==> config.mk <==
export PLATFORM = sky130hd
export DESIGN_NAME = rom_read_arbiter
export DESIGN_NICKNAME = d
export VERILOG_FILES = /design/src/rtl/rom_read_arbiter.sv
export SDC_FILE = /design/constraint.sdc
export NUM_CORES = 1
export LEC_CHECK = 0
export CAP_MARGIN = 10
export CORE_MARGIN = 2
export CORE_UTILIZATION = 39
export CTS_BUF_LIST = sky130_fd_sc_hd__clkbuf_8
export DETAILED_ROUTE_END_ITERATION = 12
export PLACE_DENSITY = 0.92
export SYNTH_ARGS = -nofsm -noshare
export SYNTH_HDL_FRONTEND = slang
export SYNTH_SLANG_ARGS = --single-unit
export TNS_END_PERCENT = 30
==> constraint.sdc <==
create_clock -name clk -period 2.48 [get_ports clk]
set_input_delay 0.496 -clock clk [delete_from_list [all_inputs] [get_ports clk]]
set_output_delay 0.496 -clock clk [all_outputs]
set_load 0.01 [all_outputs]
==> src/rtl/rom_read_arbiter.sv <==
// rom_read_arbiter: round-robin share of one registered-read ROM port among NUM_REQ requesters.
// Grants the address in the same cycle and returns the ROM word tagged to the winner one cycle later.
module rom_read_arbiter #(
    parameter int NUM_REQ    = 4,
    parameter int ADDR_WIDTH = 3,
    parameter int DATA_WIDTH = 2
) (
    input  logic                          clk,
    input  logic                          reset_n,
    input  logic [NUM_REQ-1:0]            req,
    input  logic [NUM_REQ*ADDR_WIDTH-1:0] addr,
    output logic [NUM_REQ-1:0]            gnt,
    output logic [NUM_REQ-1:0]            rvalid,
    output logic [DATA_WIDTH-1:0]         rdata,
    output logic [ADDR_WIDTH-1:0]         rom_addr,
    input  logic [DATA_WIDTH-1:0]         rom_data
);
    localparam int PW = (NUM_REQ > 1) ? $clog2(NUM_REQ) : 1;

    logic [PW-1:0]         ptr, inflight_id, win, nxt;
    logic                  inflight, any;
    logic [ADDR_WIDTH-1:0] last_addr;

    function automatic logic [PW-1:0] wrap(input int v);
        return PW'(v % NUM_REQ);
    endfunction

    assign any = |req;

    // Scan from the farthest offset down so the one closest to ptr wins.
    always_comb begin
        win = '0;
        for (int k = NUM_REQ - 1; k >= 0; k--)
            if (req[wrap(int'(ptr) + k)]) win = wrap(int'(ptr) + k);
    end

    assign nxt = (win == PW'(NUM_REQ - 1)) ? '0 : win + 1'b1;

    always_comb begin
        gnt = '0;
        if (any && reset_n) gnt[win] = 1'b1;
    end

    always_comb begin
        rvalid = '0;
        rvalid[inflight_id] = inflight;
    end

    // Idle cycles replay the previous address so the ROM input stays quiet.
    assign rom_addr = !reset_n ? '0 : any ? addr[win*ADDR_WIDTH +: ADDR_WIDTH] : last_addr;
    assign rdata    = rom_data;

    always_ff @(posedge clk or negedge reset_n) begin
        if (!reset_n) begin
            ptr         <= '0;
            inflight    <= 1'b0;
            inflight_id <= '0;
            last_addr   <= '0;
        end else begin
            last_addr <= rom_addr;
            inflight  <= any;
            if (any) begin
                ptr         <= nxt;
                inflight_id <= win;
            end
        end
    end
endmodule

==> metrics.md <==
| Metric | Value |
|---|---|
| Status | `finished with violations` |
| Failing checks | `setup timing` |
| Clock Sinks | `8` |
| Core ar. | `0.00149 mm2` |
| Max FO, Critical Path | `4` |
| CP max stage delay | `0.41 ns` |
| H-Tree Depth | `1` |
| CP Data Required Time | `1.98 ns` |
| Storage cell area | `201 um2` |
| DR WL/cell | `15.4 um` |
| Most frequent cell after synthesis | `nand2_1` |
| GP Congestion | `0.737` |
| Setup CP Type | `reg -> out` |
| Area occupied by multi-input gates | `423 um2` |
| P&R area growth vs syn | `84.5%` |
| Synthesized Nets | `94` |
| Remaining DRCs | `0` |
| Startpoint types | `flip-flop` |
| Tcrit/Tclk final | `102%` |
| Crit-path cells | `buf_6 > nand3b_1 > o221ai_4 > or3b_1 > a211o_1 > o311ai_2 > buf_2` |
| Tot GR Track Use | `21.8%` |
| Total grt overflow | `0` |
| Pin count of the biggest net entering global routing | `11` |
| Worst-Skew Late Latency | `0.23 ns` |
| Die H | `43.7 um` |
| Unique masters post-synth | `28` |
| WL final | `2090 um` |
| Skew final | `0.00416 ns` |
| Reg2reg path depth | `8` |
| Setup violators final | `1` |
| Syn Area/Cell | `8.76 um2` |
| Worst r2r dst | `last_addr[1]$_DFF_PN0_` |
| # fillers | `100` |
| Post-DRT Antenna Nets | `0` |
| Worst setup EP type | `primary output` |
| Worst Path Arrival | `2.02 ns` |
| # diodes | `0` |
| Commonest cells post-synth | `nand2_1, dfrtp_1, and3_1, nor2_1` |
| Slew HR | `82.4%` |
| Initial core utilization | `41.2%` |
| Layout cells sized above 1 | `40.0%` |
| Final hold viol count | `0` |
| Syn Std Cell Area | `613 um2` |
| First-pass GRT wire length | `2970 um` |
| Post-synthesis sequential area ratio | `32.7%` |
| Top post-synthesis cells by area | `dfrtp_1, ha_1, nand2_1` |
| Max-cap violation count | `0` |
| Router iterations before antenna repair | `4` |
| Leak | `0.551 nW` |
| Root Driver | `clkbuf_8` |
| Post-synth EDFFs | `0` |
| R2R Setup Slk | `0.66 ns` |
| Most used flip-flop cell after synthesis | `dfrtp_1` |
| DR vias | `712` |
| Pins Over Slew Limit | `0` |
| CTS Buffer Depth | `2` |
| Via/cell ratio | `5.24` |
| Hold_sp | `inflight_id[1]$_DFFE_PN0N_` |
| CTS tree | `built` |
| Worst setup path endpoint | `rom_addr[1]` |
| IO Pins | `33` |
| Detailed Route Iter0 Violations | `13` |
| Core Rows | `14` |
| Fin nets | `146` |
| Final TNS setup | `-0.0392 ns` |
| Post-synth ARST share | `100%` |
| Post-synthesis instance total | `70` |
| Actual slew at the worst max-slew pin | `0.262 ns` |
| Min cycle time layout | `2.52 ns` |
| CTS clock-pin slew for the worst setup and hold paths | `0.05 ns` |
| R2r startpoint | `ptr[1]$_DFFE_PN0N_` |
| Final WS setup | `-0.0392 ns` |
| Die Span X | `43.7 um` |
| PD cells | `843 mW/mm2` |
| DP HPWL | `1340 um` |
| Vias in the first global route | `704` |
| Cts bufs inserted | `3` |
| Total Power | `0.000953 W` |
| Initial antenna violation count | `0` |
| RSZ-0062 raised after global routing | `true` |
| FF+latch count, synth | `8` |
| CP Launch Point | `ptr[0]$_DFFE_PN0N_` |
| Die ar. | `0.00191 mm2` |
| CP max-delay cell | `dfrtp_1` |
| Post-synth top area cell | `dfrtp_1` |
| Fmax | `0.397 GHz` |
| YS warnings | `0` |
| Synth top area share | `32.7%` |
| Class of the worst hold path | `reg -> reg` |
| Port buffer count | `28` |
| Maximum vdd drop | `0.451 mV` |
[logic make-up (layout without fill, tap and decap cells)]
logic type / count (synthesis) / after routing / share of synthesized area [%]
AO/OA/AOI/OAI: 16 / 16 / 19.0
adder cells (fa/ha/maj): 4 / 4 / 8.16
buffers and inverters: 8 / 58 / 7.55
flip-flops: 8 / 8 / 32.7
multiplexers: 4 / 4 / 6.53
AND/OR/NAND/NOR: 30 / 30 / 26.1
[timing repair]
| action | 4_1_cts | 5_1_grt |
|---|---|---|
| gates cloned | 0 | 0 |
| endpoints found under the hold margin | 0 | 0 |
| pin swaps | 6 | 6 |
| buffers inserted | 5 | 3 |
| hold buffers | 0 | 0 |
| endpoints found under the setup margin | 7 | 7 |
| gates resized for setup | 36 | 16 |
[layer usage]
layer,routed length [um],vias to the layer above,GRT usage (%),share of wire [%]
li1,-,347,-,-
met1,836,335,23.6,40
met2,1110,22,37.4,53
met3,55,8,3.33,2.6
met4,84,0,17.0,4.0
met5,0,-,0,0
[power by group]
| part | internal (W) | total [W] | switching, W |
|---|---|---|---|
| registers | 0.000173 | 0.000214 | 0.0000407 |
| clock network | 0.000106 | 0.000165 | 0.0000587 |
| logic | 0.000327 | 0.000575 | 0.000248 |
| total | 0.000606 | 0.000953 | 0.000347 |
[cell type report]
| class | count | area share, % |
|---|---|---|
| sequential | 8 | 17.8 |
| inverter | 4 | 1.33 |
| multi-input combinational | 54 | 37.4 |
| tap | 16 | 1.77 |
| timing repair buffer | 51 | 38.1 |
| clock buffer | 3 | 3.65 |
[state kept, by name, summed over array words and instances (netlist names)]
register and cells:
last_addr 3, inflight_id 2, ptr 2, inflight 1
[metrics by stage]
stage | cell area (um2) | setup WS, ns | hold WS, ns | util (%) | instances
floorplan | 613 | 0.276 | 0.200 | - | 70
global placement | 995 | -0.791 | 0.499 | 66.8 | 125
CTS | 1110 | -0.0276 | 0.504 | 74.3 | 133
finish | 1130 | -0.0392 | 0.542 | 76.0 | 136
global route | 1130 | -0.120 | 0.575 | 76.0 | 136
detailed placement | 995 | -0.844 | 0.498 | 66.8 | 125
[worst max-delay path, delay by kind of cell (launching register included)]
family | cells | cell delay [ns]
flops | 1 | 0.41
simple gates | 2 | 0.52
buf+inv | 2 | 0.32
compound gates | 3 | 0.54
[how the worst min path moves through the flow]
stage,to,slack (ns),cells past startpoint
4_1_cts,last_addr[1]$_DFF_PN0_,0.50,2
3_5_place_dp,last_addr[1]$_DFF_PN0_,0.50,2
3_3_place_gp,last_addr[1]$_DFF_PN0_,0.50,2
2_1_floorplan,inflight$_DFF_PN0_,0.20,0
5_1_grt,inflight_id[1]$_DFFE_PN0N_,0.57,2
6_report,inflight_id[1]$_DFFE_PN0N_,0.54,2
[layout by cell type (no fill, tap or decap), types with 2 or more instances in the layout]
master,instances
a211oi_2,3
a21boi_0,2
and3_1,5
buf_2,2
buf_4,21
buf_6,2
clkbuf_2,6
clkbuf_8,3
clkdlybuf4s50_1,17
dfrtp_1,7
ha_1,4
inv_1,2
inv_2,2
mux2i_1,4
nand2_1,11
nor2_1,5
o21ai_0,2
o21ai_1,2
Power figures use the tool's default switching activity.
==> edit 1, RTL diff (same settings) <==
The parameter `ADDR_WIDTH` goes from 3 to 2.
--- a/src/rtl/rom_read_arbiter.sv
+++ b/src/rtl/rom_read_arbiter.sv
@@ -2,7 +2,7 @@
 // Grants the address in the same cycle and returns the ROM word tagged to the winner one cycle later.
 module rom_read_arbiter #(
     parameter int NUM_REQ    = 4,
-    parameter int ADDR_WIDTH = 3,
+    parameter int ADDR_WIDTH = 2,
     parameter int DATA_WIDTH = 2
 ) (
     input  logic                          clk,
Interface: changed (resized addr and rom_addr); port bits go from 33 to 28. The function was not compared with the original's and may differ.
==> edit 1 against the original RTL <==
Die area decreased by 5.2%; sequential power decreased by 7%; routed wire length down 27%; via count shrank 17%; count of clock-buffer cells in the layout unchanged; synthesized area is 5.7% lower; sequential cell count decreased by 1; final area decreased by 15%; worst setup slack better by 0.059 ns; power is 19% lower.
==> edit 1: results (changes against the original RTL) <==
Status
  • Status: complete, no violations

Critical path
  • Critical path arrival: 1.96 ns (-0.06 ns)
  • Worst R2R Setup Slack: 0.86 ns (+0.20 ns)
  • Worst setup path start: req[1]
  • Worst r2r src: ptr[0]
  • Critical path's slowest cell: dlygate4sd2_1
  • Reg2Reg Depth: 5 (-3)
  • Family with the most delay on the worst path: buffers and inverters
  • CP peak stage delay: 0.27 ns (-0.14 ns)
  • Reg2reg end: last_addr[0]

Logic synthesis
  • Main area contributors after synthesis: dfrtp_1 (30%), ha_1 (8.7%), and3_1 (7.6%), nand2_1 (6.5%), nor2_1 (3.2%)
  • Syn_nets: 85 (-9.6%)
  • Register area share after synthesis: 30.30% (-2.4 points)
  • Synth top cells by count: nand2_1 (10), and3_1 (7), dfrtp_1 (7)
  • Seq cells post-synth: 7 (-1)
  • Yosys cell types: 30 (+7.1%)

STA
  • Clock Skew: 0.005097 ns (+0.0009325 ns)
  • Fin Hold WS: 0.5279 ns (-0.01367 ns)

Global route
  • GRT Total Usage: 17.82% (-4.0 points)
  • Largest net degree at the start of global routing: 9 (-2)
  • First-pass GRT wire length: 2456 um (-17%)
  • Vias in the first global route: 602 (-14%)

Hold path
  • Hold path startpoint: inflight_id[0]
  • WHS Path Cells: 2 (unchanged)
  • Hold Crit Endpoint: inflight_id[0]

Place
  • GPL Wtd Cong: 0.8039 (+9.1%)
  • Hpwl dp: 1234 um (-7.8%)
  • Port bufs: 23 (-18%)

Layout
  • Share of cells above drive strength 1: 31.68% (-8.3 points)
  • Regs by FF count: inflight_id x2, last_addr x2, ptr x2
  • Nets@finish: 122 (-16%)

Power
  • Leakage: 0.4825 nW (-13%)
  • VDD IR max: 0.0005593 V (+24%)

Drt
  • Vias: 591 (-17%)
  • DRT Wirelength: 1533 um (-27%)
  • Initial DRT Pass Iterations: 2 (-2)

Clock tree
  • Post-CTS Setup Repair Bufs: 0 (-5)
==> edit 1: cell families (layout without fill, tap and decap cells) <==
group	after synthesis	count (layout)	share of synthesized area [%]
multiplexers	3	3	6.276
adder cells (fa/ha/maj)	4	4	8.658
buffers and inverters	7	43	6.058
AO/OA/AOI/OAI	12	12	17.32
AND/OR/NAND/NOR	32	32	31.39
flip-flops	7	7	30.30
==> edit 1: timing repair <==
item                                    CTS  global route
pin swaps                                 1             2
hold buffers                              0             0
endpoints found under the setup margin    6             5
resized for setup                        25             7
==> edit 1: through the flow <==
| stage | cells | worst slack (ns) | total power, W | utilization, % | area [um2] |
|---|---|---|---|---|---|
| after floorplan | 65 | 0.4202 | 0.0004070 | - | 578.1 |
| after global placement | 112 | -0.6335 | 0.0005925 | 66.45 | 897.1 |
| after detailed placement | 112 | -0.6745 | 0.0006083 | 66.45 | 897.1 |
| after CTS | 116 | 0.006832 | 0.0007688 | 71.18 | 960.9 |
| after global routing | 116 | -0.05473 | 0.0008229 | 70.81 | 955.9 |
| final | 116 | 0.01982 | 0.0007703 | 70.81 | 955.9 |
==> edit 1: layout make-up <==
cell class / instances / area (um2)
Clock buffer: 3 / 41.29
Sequential cell: 7 / 176.4
Timing Repair Buffer: 35 / 300.3
Inverter: 4 / 15.01
Fill cell: 103 / 394.1
Multi-Input combinational cell: 51 / 400.4
Tap cell: 15 / 18.77
Clock inverter: 1 / 3.754
==> edit 1: worst reg2reg max path: cells and delay by family, from the launching register on <==
kind,cells,cell delay [ns]
AOI/OAI and AO/OA,2,0.45
and+or+nand+nor,2,0.31
muxes,1,0.30
DFF,1,0.44
==> edit 1: how the worst max path moves through the flow <==
| stage | end | slack (ns) | cells past startpoint |
|---|---|---|---|
| floorplan | rom_addr[0] | 0.42 | 5 |
| global placement | rom_addr[0] | -0.63 | 7 |
| detailed placement | rom_addr[0] | -0.67 | 7 |
| CTS | gnt[0] | 0.007 | 8 |
| global route | gnt[0] | -0.05 | 8 |
| finish | gnt[0] | 0.02 | 9 |
==> edit 1: routing by layer <==
metal	GRT usage (%)	up-vias	part of all wire [%]	wire [um]
met3	3.017	2	3.7	56
met4	6.250	0	0.65	10
met2	32.62	11	52	799
li1	-	301	-	-
met5	0	-	0	0
met1	20.47	277	43	666
==> edit 1: where the power goes <==
group          internal [W]  total, W  switching (W)
Combinational      0.000230  0.000415       0.000185
Sequential         0.000153  0.000199      0.0000463
Clock              0.000107  0.000157      0.0000495
==> edit 2, RTL diff (config.mk and constraints unchanged) <==
Made on the original files. Reset style: synchronous (`reset_n`), changed in one clocked block.
--- a/src/rtl/rom_read_arbiter.sv
+++ b/src/rtl/rom_read_arbiter.sv
@@ -50,7 +50,7 @@
     assign rom_addr = !reset_n ? '0 : any ? addr[win*ADDR_WIDTH +: ADDR_WIDTH] : last_addr;
     assign rdata    = rom_data;
 
-    always_ff @(posedge clk or negedge reset_n) begin
+    always_ff @(posedge clk) begin
         if (!reset_n) begin
             ptr         <= '0;
             inflight    <= 1'b0;
Behaviour: differs if reset_n is asserted again (counterexample within 4 cycles, from zero or initial values and one cycle with reset_n low); with reset_n held inactive, the same outputs for 10 cycles.
==> edit 2 against the original RTL <==
Synthesized area is 3.3% higher; worst setup slack improved by 0.097 ns; highest routed layer unchanged; power shrank 35%; critical path depth stayed put; final area fell by 4.6%; final cell count shrank 2.2%; count of clock-buffer cells in the layout unchanged; register-to-register slack improved by 0.13 ns; sequential power fell by 21%; sequential cell count unchanged; largest cell class is now multi-input combinational cells; maximum frequency is 4.0% higher; global-route usage up 0.66 points; routed wire length fell by 7.6%.
==> edit 2: results (changes against the original RTL) <==
Global route
  • Largest net degree at the start of global routing: 10 (-1)
  • GRT Total Usage: 22.45% (+0.66 points)
  • Initial antenna violation count: 0 (unchanged)
  • First-pass GRT wire length: 3229 um (+8.6%)
  • Vias in the first global route: 769 (+9.2%)

Place
  • GPL Wtd Cong: 0.7652 (+3.8%)
  • Hpwl dp: 1345 um (+0.49%)
  • Port bufs: 28 (unchanged)

Power
  • VDD IR max: 0.0003086 V (-32%)
  • Leakage: 0.4888 nW (-11%)

Layout
  • Largest register FFs: 3 (unchanged)
  • Nets@finish: 143 (-2.1%)
  • Ant diodes: 0 (unchanged)
  • Filler cells: 121 (+21%)
  • Share of cells above drive strength 1: 35.04% (-5.0 points)

Drt
  • DRT iter0 DRCs: 16 (+3)
  • Routed wl met3: 106 um (+93%)
  • Metal-1 WL: 784 um (-6.2%)
  • Top routing layer used: met4
  • Vias: 736 (+3.4%)
  • Met2 wire length: 994 um (-11%)
  • WL/cell: 14.51 um (-5.5%)

Logic synthesis
  • Syn_nets: 99 (+5.3%)
  • Async set-or-reset flop fraction in the synthesized netlist: 0% (-100 points)
  • Register area share after synthesis: 25.30% (-7.4 points)
  • Yosys cell types: 28 (unchanged)
  • Top_reg_cell synth: dfxtp_1
  • Synth area leader: dfxtp_1
  • Synth top cells by count: dfxtp_1 (8), nand2_1 (7), a211oi_1 (6), nor2_1 (6)
  • Main area contributors after synthesis: dfxtp_1 (25%), ha_1 (7.9%), a211oi_1 (7.1%), and3_1 (4.9%), nor2b_1 (4.9%)

STA
  • Setup TNS: 0 ns (+0.03920 ns)
  • Max Clk Rate: 412.9 MHz (+4.0%)
  • Max_slew headroom: 72.35% (-10 points)
  • Clock Skew: 0.01014 ns (+0.005971 ns)

Critical path
  • Critical path arrival: 1.93 ns (-0.09 ns)
  • CP max FO: 3 (-1)
  • Family with the most delay on the worst path: simple AND/OR/NAND/NOR gates
  • Critical path's slowest cell: or2_2
  • CP peak stage delay: 0.37 ns (-0.04 ns)

Clock tree
  • Clock Path Buffers: 2 (unchanged)
  • Htree depth: 1 (unchanged)
  • CTS clk-pin slew, worst paths: 0.04 ns

Hold path
  • Hold Crit Class: flip-flop to flip-flop

Status
  • Status: complete, no violations
==> edit 2: changes by cell type after synthesis, moves of 2 or more <==
cell,change
dfxtp_1,+8
a211oi_1,+2
dfrtp_1,-8
a221oi_1,+2
nor2b_1,+5
nand2_1,-4
a21oi_1,+2
==> edit 2: stage by stage <==
stage	setup slack [ns]	power (W)	hold slack (ns)	instances	area [um2]
final	0.05782	0.0006216	0.5183	133	1079
after global routing	-0.0001494	0.0006532	0.5509	133	1079
after CTS	-0.01436	0.0006067	0.5287	133	1085
after detailed placement	-0.6874	0.0004206	0.5186	127	997.2
after global placement	-0.5900	0.0004108	0.4960	127	997.2
after floorplan	0.4114	0.0002977	0.4784	75	633.1
==> edit 2: path summary, 6_finish.rpt <==
| kind | start | cells after the start | to | slack, ns |
|---|---|---|---|---|
| setup reg to reg | ptr[0] | 8 | ptr[1] | 0.79 |
| hold / removal | inflight_id[0] | 2 | inflight_id[0] | 0.52 |
| hold reg to reg | inflight_id[0] | 2 | inflight_id[0] | 0.52 |
| setup / recovery | req[3] | 7 | rom_addr[1] | 0.06 |
==> edit 2: worst min-delay path: stages, from the launching register on <==
cell	delay, ns
dfxtp_1	0.33
nand2_1	0.06
a21boi_0	0.07
==> edit 2: cell type report <==
cell class / instances / share of cell area [%]
Sequential cell: 8 / 14.97
Clock buffer: 3 / 3.828
Inverter: 3 / 1.044
Multi-Input combinational cell: 61 / 45.59
Timing Repair Buffer: 42 / 32.71
Tap cell: 16 / 1.856
==> edit 2: routing by layer <==
layer  GRT usage [%]  up-vias
li1                -      359
met1           24.25      344
met2           40.88       27
met3           4.490        6
met4           11.52        0
met5               0        -
==> edit 2: logic make-up after synthesis <==
family                     share of synthesized area (%)
muxes                                              4.743
buffers and inverters                              4.742
adders and majority gates                          7.905
AOI/OAI and AO/OA                                  27.87
and+or+nand+nor                                    29.45
DFF                                                25.30
==> edit 2: where the power goes <==
group	switching, W	leakage, nW	internal (W)
sequential	0.0000193	0.0669	0.000150
clock	0.0000557	0.0216	0.000106
combinational	0.000137	0.400	0.000154
total	0.000212	0.489	0.000409
==> edit 2: timing repair <==
| item | CTS | global route |
|---|---|---|
| resized for setup | 40 | 8 |
| pin swaps | 6 | 3 |
| setup buffers | 3 | 0 |
| setup endpoints to repair | 7 | 7 |
